### src/rtl/xor_pkg.sv
// Shared constants, state encoding and LFSR step function for the XOR descrambler.
package xor_pkg;

    localparam logic [7:0] LFSR_POLY    = 8'h1D;
    localparam logic [7:0] LFSR_DEFAULT = 8'h01;

    typedef enum logic {
        IDLE = 1'b0,
        RUN  = 1'b1
    } state_t;

    // One Galois step of x^8+x^4+x^3+x^2+1 (period 255 from any non-zero state).
    function automatic logic [7:0] lfsr_next(input logic [7:0] s);
        return {s[6:0], 1'b0} ^ (s[7] ? LFSR_POLY : 8'h00);
    endfunction

endpackage

### src/rtl/xor_lfsr8.sv
// 8-bit Galois LFSR keystream generator.
// Ports: clk, rst (sync, active-high), load/load_val (seed; zero maps to
// LFSR_DEFAULT so the register never locks up), step (advance one state),
// state (current keystream byte).
module xor_lfsr8
    import xor_pkg::*;
(
    input  logic       clk,
    input  logic       rst,
    input  logic       load,
    input  logic [7:0] load_val,
    input  logic       step,
    output logic [7:0] state
);

    always_ff @(posedge clk) begin
        if (rst) begin
            state <= LFSR_DEFAULT;
        end else if (load) begin
            state <= (load_val == 8'h00) ? LFSR_DEFAULT : load_val;
        end else if (step) begin
            state <= lfsr_next(state);
        end
    end

endmodule

### src/rtl/xor_descrambler.sv
// XOR descrambler: each accepted byte is XORed with an LFSR keystream and
// presented on a one-deep valid/ready output register (1 byte/cycle).
// Ports: clk, rst (sync, active-high), seed_load/seed (start or restart the
// stream), in_valid/in_data/in_ready (input handshake), out_valid/out_data/
// out_ready (output handshake), byte_count (bytes accepted since seed_load).
// Optional macro PARITY_CHECK_EN adds in_parity (even parity of plaintext)
// and the sticky parity_err flag.
module xor_descrambler
    import xor_pkg::*;
#(
    parameter int unsigned COUNT_W = 16
) (
    input  logic               clk,
    input  logic               rst,
    input  logic               seed_load,
    input  logic [7:0]         seed,
    input  logic               in_valid,
    input  logic [7:0]         in_data,
    output logic               in_ready,
    output logic               out_valid,
    output logic [7:0]         out_data,
    input  logic               out_ready,
    output logic [COUNT_W-1:0] byte_count
`ifdef PARITY_CHECK_EN
    ,
    input  logic               in_parity,
    output logic               parity_err
`endif
);

    state_t     state_q;
    logic [7:0] keystream;
    logic       accept;

    // Ready whenever the output slot is empty or draining; never while reseeding.
    assign in_ready = (state_q == RUN) && !seed_load && (!out_valid || out_ready);
    assign accept   = in_valid && in_ready;

    xor_lfsr8 u_lfsr (
        .clk      (clk),
        .rst      (rst),
        .load     (seed_load),
        .load_val (seed),
        .step     (accept),
        .state    (keystream)
    );

    // State, output register and accepted-byte counter.
    always_ff @(posedge clk) begin
        if (rst) begin
            state_q    <= IDLE;
            out_valid  <= 1'b0;
            out_data   <= 8'h00;
            byte_count <= '0;
        end else if (seed_load) begin
            state_q    <= RUN;
            out_valid  <= 1'b0;
            byte_count <= '0;
        end else if (accept) begin
            out_valid  <= 1'b1;
            out_data   <= in_data ^ keystream;
            byte_count <= byte_count + COUNT_W'(1);
        end else if (out_ready) begin
            out_valid  <= 1'b0;
        end
    end

`ifdef PARITY_CHECK_EN
    logic par_q;

    // Parity travels with its byte; mismatch is checked while the byte is presented.
    always_ff @(posedge clk) begin
        if (rst) begin
            par_q      <= 1'b0;
            parity_err <= 1'b0;
        end else if (seed_load) begin
            parity_err <= 1'b0;
        end else begin
            if (accept) begin
                par_q <= in_parity;
            end
            if (out_valid && ((^out_data) != par_q)) begin
                parity_err <= 1'b1;
            end
        end
    end
`endif

endmodule

### config.mk
export PLATFORM = sky130hd
export DESIGN_NAME = xor_descrambler
export DESIGN_NICKNAME = d
export VERILOG_FILES = /design/src/rtl/xor_pkg.sv /design/src/rtl/xor_lfsr8.sv /design/src/rtl/xor_descrambler.sv
export SDC_FILE = /design/constraint.sdc
export NUM_CORES = 1
export LEC_CHECK = 0
export ABC_AREA = 1
export BUFFER_PORTS_ARGS = -buffer_cell sky130_fd_sc_hd__buf_4
export CAP_MARGIN = 20
export CORE_MARGIN = 2
export CORE_UTILIZATION = 44
export DETAILED_ROUTE_END_ITERATION = 8
export GPL_ROUTABILITY_DRIVEN = 0
export PLACE_DENSITY = 0.72
export SLEW_MARGIN = 20
export SYNTH_ARGS = -nofsm -noshare
export SYNTH_HDL_FRONTEND = slang
export SYNTH_SLANG_ARGS = --single-unit
### constraint.sdc
create_clock -name clk -period 1.4 [get_ports clk]
set_clock_uncertainty 0.15 [all_clocks]
set_input_delay 0.28 -clock clk [delete_from_list [all_inputs] [get_ports clk]]
set_output_delay 0.28 -clock clk [all_outputs]
set_load 0.02 [all_outputs]
==> flow_summary.ini <==
[grt]
grt_max_degree = 18
antenna_found_initial = 0
grt_pass1_vias = 1532
overflow = 0
grt_pass1_wl_um = 6851
grt_use_total_pct = 20.70

[floorplanning]
die_w_um = 65.48
core-area_um2 = 3633
rows = 22
pin_count = 47
dieHeight_um = 65.48
initial_core_util_pct = 45.76
dieArea_um2 = 4287

[logic_synthesis]
synth_flop_cell = dfxtp_1
synth.most_common_cell = nand2_1
yosysUniqueCellTypes = 31
synth_seq_area_share_pct = 40.93
synth_edf_count = 0
synth_top_area_cell = dfxtp_1
syn_nets = 250
syn-mean-instance-area_um2 = 7.293
yosysWarnings = 0
synthesis.instances = 228
synth_top_area_share_pct = 40.93
yosys-top-cells-area = dfxtp_1 (41%), nand2_1 (14%), a21oi_1 (6.3%), xor2_1 (5.8%), nor2_1 (5.4%)
ys_async_sr_fraction_pct = 0
syn_area_um2 = 1663
ys_ff_latch = 34
synth_common_cells = nand2_1 (60), dfxtp_1 (34), nor2_1 (24), a21oi_1 (21), inv_1 (21)

[sta]
max_freq_mhz = 675.5
slew_violations = 0
setup_viol = 4
finalCritPeriodShare_pct = 105.7
rsz0062_at_grt = true
slew_headroom_pct = 77.70
fin_crit_ps = 1480
fin_ws_ps = -80.30
finalHoldViolCount = 0
max_slew.worst_pin.slew_ps = 334.0
hold_slack_ps = 129.1

[power]
p_switching_uw = 491.6
leakage_uw = 0.001071
ir_worst_vdd_mv = 0.4969
power_frac_clock_pct = 37.0
switching_share_pct = 24.55
p_seq_share_pct = 50.5
power_report.internal_total_uw = 1511
combPwrFrac_pct = 12.4
powerDensity_nw_per_um2 = 803.0

[final_layout]
multi_input_area_um2 = 960.9
antennaDiodeCount = 0
fin_area_um2 = 2494
final.fill_count = 333
final_cells = 354
seq_area_um2 = 698.2
layout-area-overhead-vs-synth_pct = 49.96
utilization_pct = 68.63
nets = 327
drive_gt1_share_pct = 41.18

[clock_tree]
cts_root_buf = clkbuf_8
clock_latency_ps = 290
cts_inserted_buffers = 5
clkSinkCount = 34
clkSlewWorstSetupHoldPaths_ps = 70
tritoncts = yes
h-tree-depth = 2
cts_buffer_depth = 2

[critical_path]
crit_arrival_ps = 1050
critPathRequiredTime_ps = 970
cp_slowest_cell = dfxtp_2
worst-path-buf-inv = 2
path_cells = nand2_2 > buf_6 > and3_4 > buf_6
worstSetupPathType = flip-flop to primary output
cp-end-kind = primary output
start_kind = flip-flop
path_max_fanout = 2
critical-path-top-delay-family = flip-flops
max_stage_delay_ps = 340
cpMostUsedCell = buf_6

[routing]
drt_pre_antenna_iters = 4
vias = 1716
drt-total-wl_um = 4171
drc_errors = 0
drtAntennaViolNets = 0
drtIter0Drc = 97
routedWlPerCell_um = 11.78
routed_via_density = 4.847

[run]
maxCapViolCount = 0

[hold_path]
hp-class = input port to flip-flop

[run_status]
violations = negative setup slack
status = finished, violations left

[placement]
dp_slack_ps = -63.52
numPortBuffers = 46
placed_cell_area_um2 = 2233
dp.cells = 337
hpwl_um = 2943
[cell usage in the layout, fill, tap and decap left out, drive strengths merged]
master	instances
buf	77
nand2	61
dfxtp	34
nor2	30
inv	22
a21oi	21
nand3	14
xor2	11
clkbuf	7
a31oi	5
o21ai	5
nor3	3
a22oi	3
nand4	3
xnor2	2
nor3b	2
and3	1
a31o	1
and2	1
nand3b	1
ha	1
clkinv	1
[repair_timing]
action | 4_1_cts | 5_1_grt
hold endpoints to repair | 0 | 0
buffers inserted | 2 | 6
gates cloned | 0 | 1
endpoints found under the setup margin | 5 | 31
resized for setup | 6 | 25
pin swaps | 6 | 8
hold buffers | 0 | 0
[cells by family (layout without fill, tap and decap cells)]
kind of cell / after synthesis / count (layout) / share of synthesized area [%]
and+or+nand+nor: 115 / 116 / 31.98
AOI/OAI and AO/OA: 35 / 35 / 11.59
buffers and inverters: 30 / 107 / 7.900
DFF: 34 / 34 / 40.93
adders and majority gates: 1 / 1 / 0.7523
xor gates and xnor gates: 13 / 13 / 6.847
[layer usage]
metal  vias to the layer above  routed length [um]  track usage (%)
met5                         -                   0                0
met4                         0                  68            7.813
met1                       784                1969            27.70
li1                        893                   -                -
met2                        34                1952            32.40
met3                         5                 181            4.795
[per-stage QoR]
stage	total power (uW)	setup TNS [ps]
floorplan	1148	-90.85
global placement	1253	-68.36
detailed placement	1255	-178.2
CTS	1991	-121.4
global route	2107	-1169
finish	2002	-179.0
[state kept, by name, indices dropped and copies added, names as in the netlist]
| signal | count |
|---|---|
| byte_count | 16 |
| state_q | 1 |
| out_valid | 1 |
| u_lfsr.state | 8 |
| out_data | 8 |
[power groups by stage]
stage               registers (uW)  clock network [uW]  logic (uW)
finish                        1010                 741         249
global route                  1020                 818         273
CTS                           1010                 752         226
detailed placement            1030                   0         222
global placement              1030                   0         220
floorplan                     1040                   0         111
[cell type report]
type | instances | area share [%]
Multi-Input combinational cell | 165 | 38.53
Inverter | 22 | 3.412
Timing Repair Buffer | 77 | 23.98
Sequential cell | 34 | 28.00
Tap cell | 48 | 2.408
Clock inverter | 1 | 0.2007
Clock buffer | 7 | 3.462
[tightest hold or removal path, cell delays in order]
cell and delay [ps]:
buf_4 80, xor2_1 50, nand2_1 60, a21oi_1 50
[final timing paths]
kind              slack (ps)  cells after the start        start             to
setup / recovery         -80                      4    out_valid       in_ready
hold / removal           130                      4   in_data[2]    out_data[2]
setup reg to reg         -30                      7    out_valid  byte_count[9]
hold reg to reg          320                      2  out_data[2]    out_data[2]
(Power assumes the default switching activity.)
